$ cat src/rtl/hex_display_ctrl.sv
`default_nettype none
// ============================================================================
// Module   : hex_display_ctrl
// Brief    : Handshaked, latched multi-digit seven-segment controller with
//            leading-zero blanking; per-digit blinking when HEX_DISPLAY_BLINK_EN.
// Revision : 1.0 - initial release
// ============================================================================
module hex_display_ctrl #(
  parameter int DIGITS         = 8,
  parameter int BLINK_DIV_LOG2 = 24
) (
  input  logic                clk,
  input  logic                rst_n,
  input  logic                load_i,
  input  logic [4*DIGITS-1:0] value_i,
  input  logic                blank_lz_i,
  input  logic [DIGITS-1:0]   blink_mask_i,
  output logic                ready_o,
  output logic                updated_o,
  output logic [7*DIGITS-1:0] hex_out_o
);

  localparam int               IDX_W     = (DIGITS > 1) ? $clog2(DIGITS) : 1;
  localparam logic [1:0]       S_IDLE    = 2'd0;
  localparam logic [1:0]       S_SCAN    = 2'd1;
  localparam logic [1:0]       S_COMMIT  = 2'd2;
  localparam logic [6:0]       SEG_BLANK = 7'h7F;
  localparam logic [IDX_W-1:0] IDX_LAST  = IDX_W'(DIGITS - 1);

  logic [1:0]             state_q, state_d;
  logic [IDX_W-1:0]       idx_q, idx_d;
  logic                   lz_run_q, lz_run_d;
  logic [4*DIGITS-1:0]    value_q, value_d;
  logic [DIGITS-1:0][6:0] shadow_q, shadow_d;
  logic [DIGITS-1:0][6:0] disp_q, disp_d;
  logic [DIGITS-1:0][6:0] hex_q, hex_d;
  logic                   updated_q, updated_d;
  logic [3:0]             w_nibble;

  function automatic logic [6:0] f_encode(input logic [3:0] n);
    logic [6:0] seg;
    case (n)
      4'h0: seg = 7'h40;  4'h1: seg = 7'h79;  4'h2: seg = 7'h24;  4'h3: seg = 7'h30;
      4'h4: seg = 7'h19;  4'h5: seg = 7'h12;  4'h6: seg = 7'h02;  4'h7: seg = 7'h78;
      4'h8: seg = 7'h00;  4'h9: seg = 7'h10;  4'hA: seg = 7'h08;  4'hB: seg = 7'h03;
      4'hC: seg = 7'h46;  4'hD: seg = 7'h21;  4'hE: seg = 7'h06;  default: seg = 7'h0E;
    endcase
    return seg;
  endfunction

  assign w_nibble = value_q[{idx_q, 2'b00} +: 4];

  // Scan runs MSB first so the leading-zero run can be tracked in one flag.
  always_comb begin
    state_d   = state_q;
    idx_d     = idx_q;
    lz_run_d  = lz_run_q;
    value_d   = value_q;
    shadow_d  = shadow_q;
    disp_d    = disp_q;
    updated_d = 1'b0;
    case (state_q)
      S_IDLE: begin
        if (load_i) begin
          value_d  = value_i;
          lz_run_d = blank_lz_i;
          idx_d    = IDX_LAST;
          state_d  = S_SCAN;
        end
      end
      S_SCAN: begin
        if (lz_run_q && (w_nibble == 4'h0) && (idx_q != '0)) begin
          shadow_d[idx_q] = SEG_BLANK;
        end else begin
          lz_run_d        = 1'b0;
          shadow_d[idx_q] = f_encode(w_nibble);
        end
        if (idx_q == '0) begin
          state_d = S_COMMIT;
        end else begin
          idx_d = idx_q - 1'b1;
        end
      end
      S_COMMIT: begin
        disp_d    = shadow_q;
        updated_d = 1'b1;
        state_d   = S_IDLE;
      end
      default: state_d = S_IDLE;
    endcase
  end

`ifdef HEX_DISPLAY_BLINK_EN
  logic [BLINK_DIV_LOG2-1:0] presc_q;
  logic                      w_phase;

  always_ff @(posedge clk or negedge rst_n) begin
    if (!rst_n) begin
      presc_q <= '0;
    end else begin
      presc_q <= presc_q + 1'b1;
    end
  end

  assign w_phase = presc_q[BLINK_DIV_LOG2-1];

  always_comb begin
    hex_d = disp_q;
    for (int i = 0; i < DIGITS; i++) begin
      hex_d[i] = disp_q[i] | {7{w_phase & blink_mask_i[i]}};
    end
  end
`else
  logic w_unused_blink;
  assign w_unused_blink = ^blink_mask_i;
  assign hex_d          = disp_q;
`endif

  always_ff @(posedge clk or negedge rst_n) begin
    if (!rst_n) begin
      state_q   <= S_IDLE;
      idx_q     <= '0;
      lz_run_q  <= 1'b0;
      value_q   <= '0;
      shadow_q  <= {DIGITS{SEG_BLANK}};
      disp_q    <= {DIGITS{SEG_BLANK}};
      hex_q     <= {DIGITS{SEG_BLANK}};
      updated_q <= 1'b0;
    end else begin
      state_q   <= state_d;
      idx_q     <= idx_d;
      lz_run_q  <= lz_run_d;
      value_q   <= value_d;
      shadow_q  <= shadow_d;
      disp_q    <= disp_d;
      hex_q     <= hex_d;
      updated_q <= updated_d;
    end
  end

  assign ready_o   = (state_q == S_IDLE);
  assign updated_o = updated_q;
  assign hex_out_o = hex_q;

endmodule
`default_nettype wire
$ cat config.mk
export PLATFORM = sky130hd
export DESIGN_NAME = hex_display_ctrl
export DESIGN_NICKNAME = d
export VERILOG_FILES = /design/src/rtl/hex_display_ctrl.sv
export SDC_FILE = /design/constraint.sdc
export NUM_CORES = 1
export LEC_CHECK = 0
export ABC_CLOCK_PERIOD_IN_PS = 6200
export CELL_PAD_IN_SITES_DETAIL_PLACEMENT = 0
export CELL_PAD_IN_SITES_GLOBAL_PLACEMENT = 1
export CORE_ASPECT_RATIO = 0.5
export CORE_UTILIZATION = 45
export DETAILED_ROUTE_END_ITERATION = 7
export GPL_ROUTABILITY_DRIVEN = 0
export HOLD_SLACK_MARGIN = 0.08
export PLACE_DENSITY = 0.87
export SLEW_MARGIN = 20
export SYNTH_ARGS = -nofsm -noshare
export SYNTH_HDL_FRONTEND = slang
export SYNTH_SLANG_ARGS = --single-unit
$ cat constraint.sdc
create_clock -name clk -period 6.2 [get_ports clk]
set_clock_uncertainty 0.15 [all_clocks]
set_input_delay 0.62 -clock clk [delete_from_list [all_inputs] [get_ports clk]]
set_output_delay 0.62 -clock clk [all_outputs]
set_load 0.02 [all_outputs]
==> impl_metrics.env, run 1 <==
export IMPL_syn_area_sq_um=8009
export IMPL_arrival_ns=4.70
export IMPL_clk_pin_slew_ns=0.07
export IMPL_drtIter0Drc=243
export IMPL_drv_cap=0
export IMPL_dieWidth_microns=190.7
export IMPL_area_growth_pct=21.59
export IMPL_grt_pass1_vias=4506
export IMPL_die_area_sq_um=18370
export IMPL_cts_sinks=207
export IMPL_fmax_ghz=0.2259
export IMPL_diodes=0
export IMPL_ir_drop_mv=0.3045
export IMPL_ys_seq_area_share_pct=67.30
export IMPL_setup_viol=0
export IMPL_coreArea_sq_um=17400
export IMPL_ys_types=52
export IMPL_cts_setup_buffers=0
export IMPL_required_ns=6.47
export IMPL_numPortBuffers=93
export IMPL_hold_viol_final=0
export IMPL_grt_max_degree=98
export IMPL_detailedPlace_worstSlack_ns=1.864
export IMPL_clk_latency_ns=0.49
export IMPL_drive_gt1_share_pct=48.24
export IMPL_p_leak_nw=3.921
export IMPL_endpoint_kind="flip-flop"
export IMPL_dr_pass1_iters=6
export IMPL_postRouteAntennaNets=0
export IMPL_drc_errors=0
export IMPL_antenna_found_initial=0
export IMPL_initial_core_util_pct=46.03
export IMPL_place_area_sq_um=9173
export IMPL_grt_overflow=0
export IMPL_cts_tree="done"
export IMPL_fillers=1415
export IMPL_timing_final_crit_share_pct=71.41
export IMPL_rsz0062_at_grt="no"
export IMPL_drt_wirelength_per_cell_microns=16.49
export IMPL_clock_path_buffers=3
export IMPL_hold_path_class="in -> async"
export IMPL_async_flop_share_pct=100.0
export IMPL_cp_start_kind="flip-flop"
export IMPL_ioPinCount=102
export IMPL_routed_via_count=4583
export IMPL_syn_nets=603
export IMPL_finalNetCount=698
export IMPL_synth_edf_count=0
export IMPL_fin_hold_ws_ns=0.09975
export IMPL_fin_setup_tns_ns=0
export IMPL_routed_via_density=5.155
export IMPL_p_total_mw=5.886
export IMPL_syn_area_per_cell_sq_um=14.54
export IMPL_synthFlopType="dfstp_2"
export IMPL_worstMarginPinSlew_ns=1.050
export IMPL_seq_area_sq_um=5390
export IMPL_grt_pass1_wl_microns=23480
export IMPL_cts_buffers=19
export IMPL_status="finished, final reports clean"
export IMPL_hpwl_microns=9381
export IMPL_num_rows=34
export IMPL_root_buffer="clkbuf_16"
export IMPL_wirelength_microns=14660
export IMPL_ys_warn_count=0
export IMPL_h_tree_depth=1
export IMPL_cellPowerDensity_nw_per_um2=604.5
export IMPL_fin_crit_ns=4.428
export IMPL_fin_ws_ns=1.772
export IMPL_multi_input_area_sq_um=2484
export IMPL_critPathMaxFanout=31
export IMPL_cts_repair_resized=0
export IMPL_design_area_sq_um=9738
export IMPL_holdBufCountCts=0
export IMPL_grtUsageTotal_pct=16.63
export IMPL_ys_ff_latch=207
export IMPL_maxSlewViolCount=0
export IMPL_syn_instance_count=551
export IMPL_path_class="reg -> reg"
export IMPL_relSlewSlack_pct=29.97
export IMPL_die_h_microns=96.34
## synth_stat cells, drive strengths merged (7+ instances only)
master / number / area [sq um]
ha: 8 / 100.1
o21ai: 22 / 113.9
nor2: 34 / 130.1
buf: 10 / 51.29
a21oi: 25 / 125.1
dfstp: 168 / 4414
o2111ai: 8 / 76.32
nand2: 32 / 120.1
clkbuf: 14 / 52.55
mux2: 108 / 1216
dfrtp: 39 / 975.9
o22ai: 7 / 43.79
inv: 9 / 33.78
## metal layers
metal  part of all wire (%)  track usage (%)  vias up
li1                       -                -     2149
met1                     51            24.67     2302
met2                     44            25.12      110
met3                    3.9            2.880       22
met4                    1.5            4.667        0
met5                      0                0        -
## cell usage in the layout (no fill, tap or decap), types with 5 or more instances in the layout
| cell type | synthesis | layout |
|---|---|---|
| inv_1 | 8 | 8 |
| nor3_1 | 6 | 6 |
| dfrtp_1 | 39 | 39 |
| nand2_1 | 32 | 32 |
| clkdlybuf4s50_1 | 0 | 92 |
| o22ai_1 | 7 | 7 |
| clkbuf_1 | 14 | 5 |
| o21ai_0 | 18 | 18 |
| a21oi_1 | 25 | 25 |
| ha_1 | 8 | 8 |
| mux2i_1 | 5 | 5 |
| mux2_2 | 107 | 107 |
| nor2_1 | 33 | 33 |
| and3_1 | 5 | 5 |
| clkbuf_16 | 0 | 20 |
| dfstp_2 | 168 | 168 |
| buf_4 | 2 | 5 |
| o2111ai_1 | 7 | 7 |
## power by group
| group | internal (mW) | switching [mW] | total (mW) |
|---|---|---|---|
| Combinational | 0.944 | 1.34 | 2.28 |
| Clock | 0.613 | 0.477 | 1.09 |
| Sequential | 2.20 | 0.311 | 2.51 |
| Total | 3.76 | 2.13 | 5.89 |
## area by class of cell
cell class / count / area share, %
flip-flops and latches: 207 / 55.35
multi-input cells: 311 / 25.50
repair buffers: 98 / 9.983
clock buffers: 27 / 5.615
well taps: 234 / 3.007
inverters: 9 / 0.3469
clock inverters: 3 / 0.1927
## final timing paths
path / startpoint / to / slack, ns / cells past startpoint
worst max-delay path: idx_q[2] / shadow_q[35] / 1.77 / 10
worst min-delay path: rst_n / idx_q[2] / 0.1 / 1
worst max register to register: idx_q[2] / shadow_q[35] / 1.77 / 10
worst min register to register: disp_q[10] / hex_out_o[10] / 0.21 / 0
max in group asynchronous: rst_n / value_q[15] / 4.64 / 2
min in group clk: disp_q[10] / hex_out_o[10] / 0.21 / 0
## metrics by stage
stage | instances | util, %
2_1_floorplan | 551 | -
3_3_place_gp | 859 | 52.72
3_5_place_dp | 859 | 52.72
4_1_cts | 889 | 55.97
5_1_grt | 889 | 55.97
6_report | 889 | 55.97
## worst max-delay path, stage by stage (launching register included)
cell and delay, ns:
dfrtp_1 1.03, inv_1 0.37, a21oi_1 0.22, a211oi_1 0.11, nor3_1 0.49, ha_1 0.33, nand3_1 0.34, nand2_1 0.23
nor2_2 0.05, a311oi_2 0.72, mux2_2 0.29
## state kept, by name, indices dropped and copies added (netlist names)
name / flops
updated_o: 1
state_q: 2
value_q: 32
shadow_q: 56
idx_q: 3
hex_out_o: 56
lz_run_q: 1
disp_q: 56
## logic make-up after synthesis
group / Yosys count / synth area share [%]
flops: 207 / 67.30
mux: 114 / 16.09
simple gates: 95 / 5.312
compound gates: 94 / 8.327
buf+inv: 33 / 1.718
fa+ha+maj: 8 / 1.250
Note: power is estimated with default switching activity, not from simulation.
==> run 2, diff against run 1 <==
--- a/config.mk
+++ b/config.mk
@@ -5,7 +5,7 @@
 export SDC_FILE = /design/constraint.sdc
 export NUM_CORES = 1
 export LEC_CHECK = 0
-export ABC_CLOCK_PERIOD_IN_PS = 6200
+export ABC_CLOCK_PERIOD_IN_PS = 4500
 export CELL_PAD_IN_SITES_DETAIL_PLACEMENT = 0
 export CELL_PAD_IN_SITES_GLOBAL_PLACEMENT = 1
 export CORE_ASPECT_RATIO = 0.5
==> constraint.sdc (replaced) <==
create_clock -name clk -period 4.5 [get_ports clk]
set_clock_uncertainty 0.15 [all_clocks]
set_input_delay 0.45 -clock clk [delete_from_list [all_inputs] [get_ports clk]]
set_output_delay 0.45 -clock clk [all_outputs]
set_load 0.02 [all_outputs]
==> run 2 against run 1 <==
  * The flow now finishes with violations (DRC)
  * Maximum frequency increased by 15%
  * Worst setup slack worse by 1.1 ns
  * Count of clock-buffer cells in the layout decreased by 2
  * Combinational power grew 43%
  * Non-clock buffer count up 5
  * Register-to-register slack got worse by 1.1 ns
  * Global-route usage grew 0.22 points
  * Wire length rose by 1.9%
  * Highest routed layer unchanged
  * Utilization increased by 0.76 points
==> impl_metrics.env, run 2 (same netlist as run 1, synthesis figures left out) <==
export IMPL_critPathMaxFanout=11
export IMPL_path_cells="buf_4 -> nor2_1 -> a211oi_1 -> o221ai_2 -> inv_1 -> ha_1 -> nand3_1 -> a21oi_1 -> a21oi_1 -> o21ai_0"
export IMPL_dieWidth_microns=190.7
export IMPL_seq_area_sq_um=5390
export IMPL_worstHoldEndpoint="hex_out_o[28]"
export IMPL_cts_sinks=207
export IMPL_drtIter0Drc=262
export IMPL_final_core_util_pct=56.72
export IMPL_postRouteAntennaNets=0
export IMPL_fin_setup_tns_ns=0
export IMPL_fin_crit_ns=3.840
export IMPL_clk_pin_slew_ns=0.06
export IMPL_root_buffer="clkbuf_16"
export IMPL_maxSlewViolCount=0
export IMPL_crit_slowest_cell="a21oi_1"
export IMPL_path_depth=10
export IMPL_grt_pass1_vias=4579
export IMPL_num_rows=34
export IMPL_cts_buffers=20
export IMPL_hpwl_microns=9751
export IMPL_clk_latency_ns=0.49
export IMPL_drv_cap=0
export IMPL_place_area_sq_um=9203
export IMPL_relSlewSlack_pct=28.55
export IMPL_drt_wirelength_per_cell_microns=16.59
export IMPL_required_ns=4.71
export IMPL_p_leak_nw=3.999
export IMPL_antenna_found_initial=0
export IMPL_hold_viol_final=0
export IMPL_arrival_ns=4.05
export IMPL_cp_slowest_stage_delay_ns=0.86
export IMPL_min_from="disp_q[28]"
export IMPL_wirelength_microns=14930
export IMPL_status="finished with violations"
export IMPL_grt_pass1_wl_microns=24070
export IMPL_routed_via_density=5.083
export IMPL_drc_errors=2
export IMPL_numPortBuffers=93
export IMPL_fillers=1447
export IMPL_reg2reg_to="shadow_q[12]"
export IMPL_fmax_ghz=0.2604
export IMPL_finalNetCount=704
export IMPL_cpMostUsedCell="a21oi_1"
export IMPL_crit_family="compound AO/OA/AOI/OAI gates"
export IMPL_design_area_sq_um=9869
export IMPL_die_h_microns=96.34
export IMPL_fin_ws_ns=0.6597
export IMPL_ir_drop_mv=0.5159
export IMPL_timing_final_crit_share_pct=85.34
export IMPL_grtUsageTotal_pct=16.84
export IMPL_drive_gt1_share_pct=49.40
export IMPL_grt_overflow=0
export IMPL_hold_path_class="reg -> reg"
export IMPL_diodes=0
export IMPL_setup_viol=0
export IMPL_violations="DRC"
export IMPL_ioPinCount=102
export IMPL_coreArea_sq_um=17400
export IMPL_ff2ff_setup_slack_ns=0.66
export IMPL_h_tree_depth=1
export IMPL_min_path_cells=0
export IMPL_p_total_mw=8.337
export IMPL_initial_core_util_pct=46.03
export IMPL_critPathBufInv=2
export IMPL_worstMarginPinSlew_ns=1.072
export IMPL_mostFrequentLayoutCell="dfstp_2"
export IMPL_multi_input_area_sq_um=2484
export IMPL_area_growth_pct=23.23
export IMPL_die_area_sq_um=18370
export IMPL_worstRegToRegCells=10
export IMPL_cts_repair_resized=0
export IMPL_rsz0062_at_grt="no"
export IMPL_cts_tree="done"
export IMPL_endpoint_kind="flip-flop"
export IMPL_cellPowerDensity_nw_per_um2=844.7
export IMPL_cp_start_kind="flip-flop"
export IMPL_path_class="reg -> reg"
export IMPL_clock_path_buffers=3
export IMPL_mostFrequentLayoutCells="dfstp_2, mux2_2, clkdlybuf4s50_1"
export IMPL_routed_via_count=4575
export IMPL_grt_max_degree=118
export IMPL_reg2reg_from="idx_q[0]"
export IMPL_detailedPlace_worstSlack_ns=0.7264
export IMPL_dr_pass1_iters=6
-- run 2: changes by cell type in the layout (fill, tap and decap cells not counted) --
cell,delta
clkinv_2,+5
dlygate4sd3_1,+1
inv_8,+2
clkbuf_1,-3
bufinv_16,+1
buf_4,+4
clkbuf_16,+1
-- run 2: timing repair --
item	CTS	global route
setup buffers	0	0
hold buffers	1	0
setup endpoints to repair	0	0
endpoints found under the hold margin	1	0
-- run 2: per-stage QoR --
step | hold slack [ns] | cells
CTS | 0.2144 | 900
global route | 0.2166 | 900
floorplan | 0.004409 | 551
finish | 0.2135 | 900
global placement | 0.2050 | 863
detailed placement | 0.2053 | 863
-- run 2: worst max-delay path by stage --
stage / from / endpoint / slack (ns)
after floorplan: idx_q[2] / shadow_q[34] / 1.59
after global placement: idx_q[0] / shadow_q[19] / 0.94
after detailed placement: idx_q[0] / shadow_q[12] / 0.73
after CTS: idx_q[0] / shadow_q[12] / 0.72
after global routing: idx_q[0] / shadow_q[19] / 0.40
final: idx_q[0] / shadow_q[12] / 0.66
-- run 2: cell type report --
cell class                 count  share of cell area, %
multi-input combinational    311                  25.16
inverter                       9                 0.3423
sequential                   207                  54.61
clock buffer                  25                  5.680
tap                          234                  2.967
clock inverter                11                 0.9762
timing repair buffer         103                  10.26
-- run 2: report_power, final --
part	internal (mW)	switching, mW	leakage, nW	total [mW]
Clock	0.955	0.694	0.334	1.65
Combinational	1.34	1.91	1.45	3.25
Sequential	3.04	0.401	2.21	3.44
-- run 2: per-layer routing --
metal,up-vias,GRT usage [%],share of wire (%)
li1,2173,-,-
met1,2265,24.81,50
met2,111,25.48,44
met3,26,3.062,3.9
met4,0,4.933,2.4
met5,-,0,0
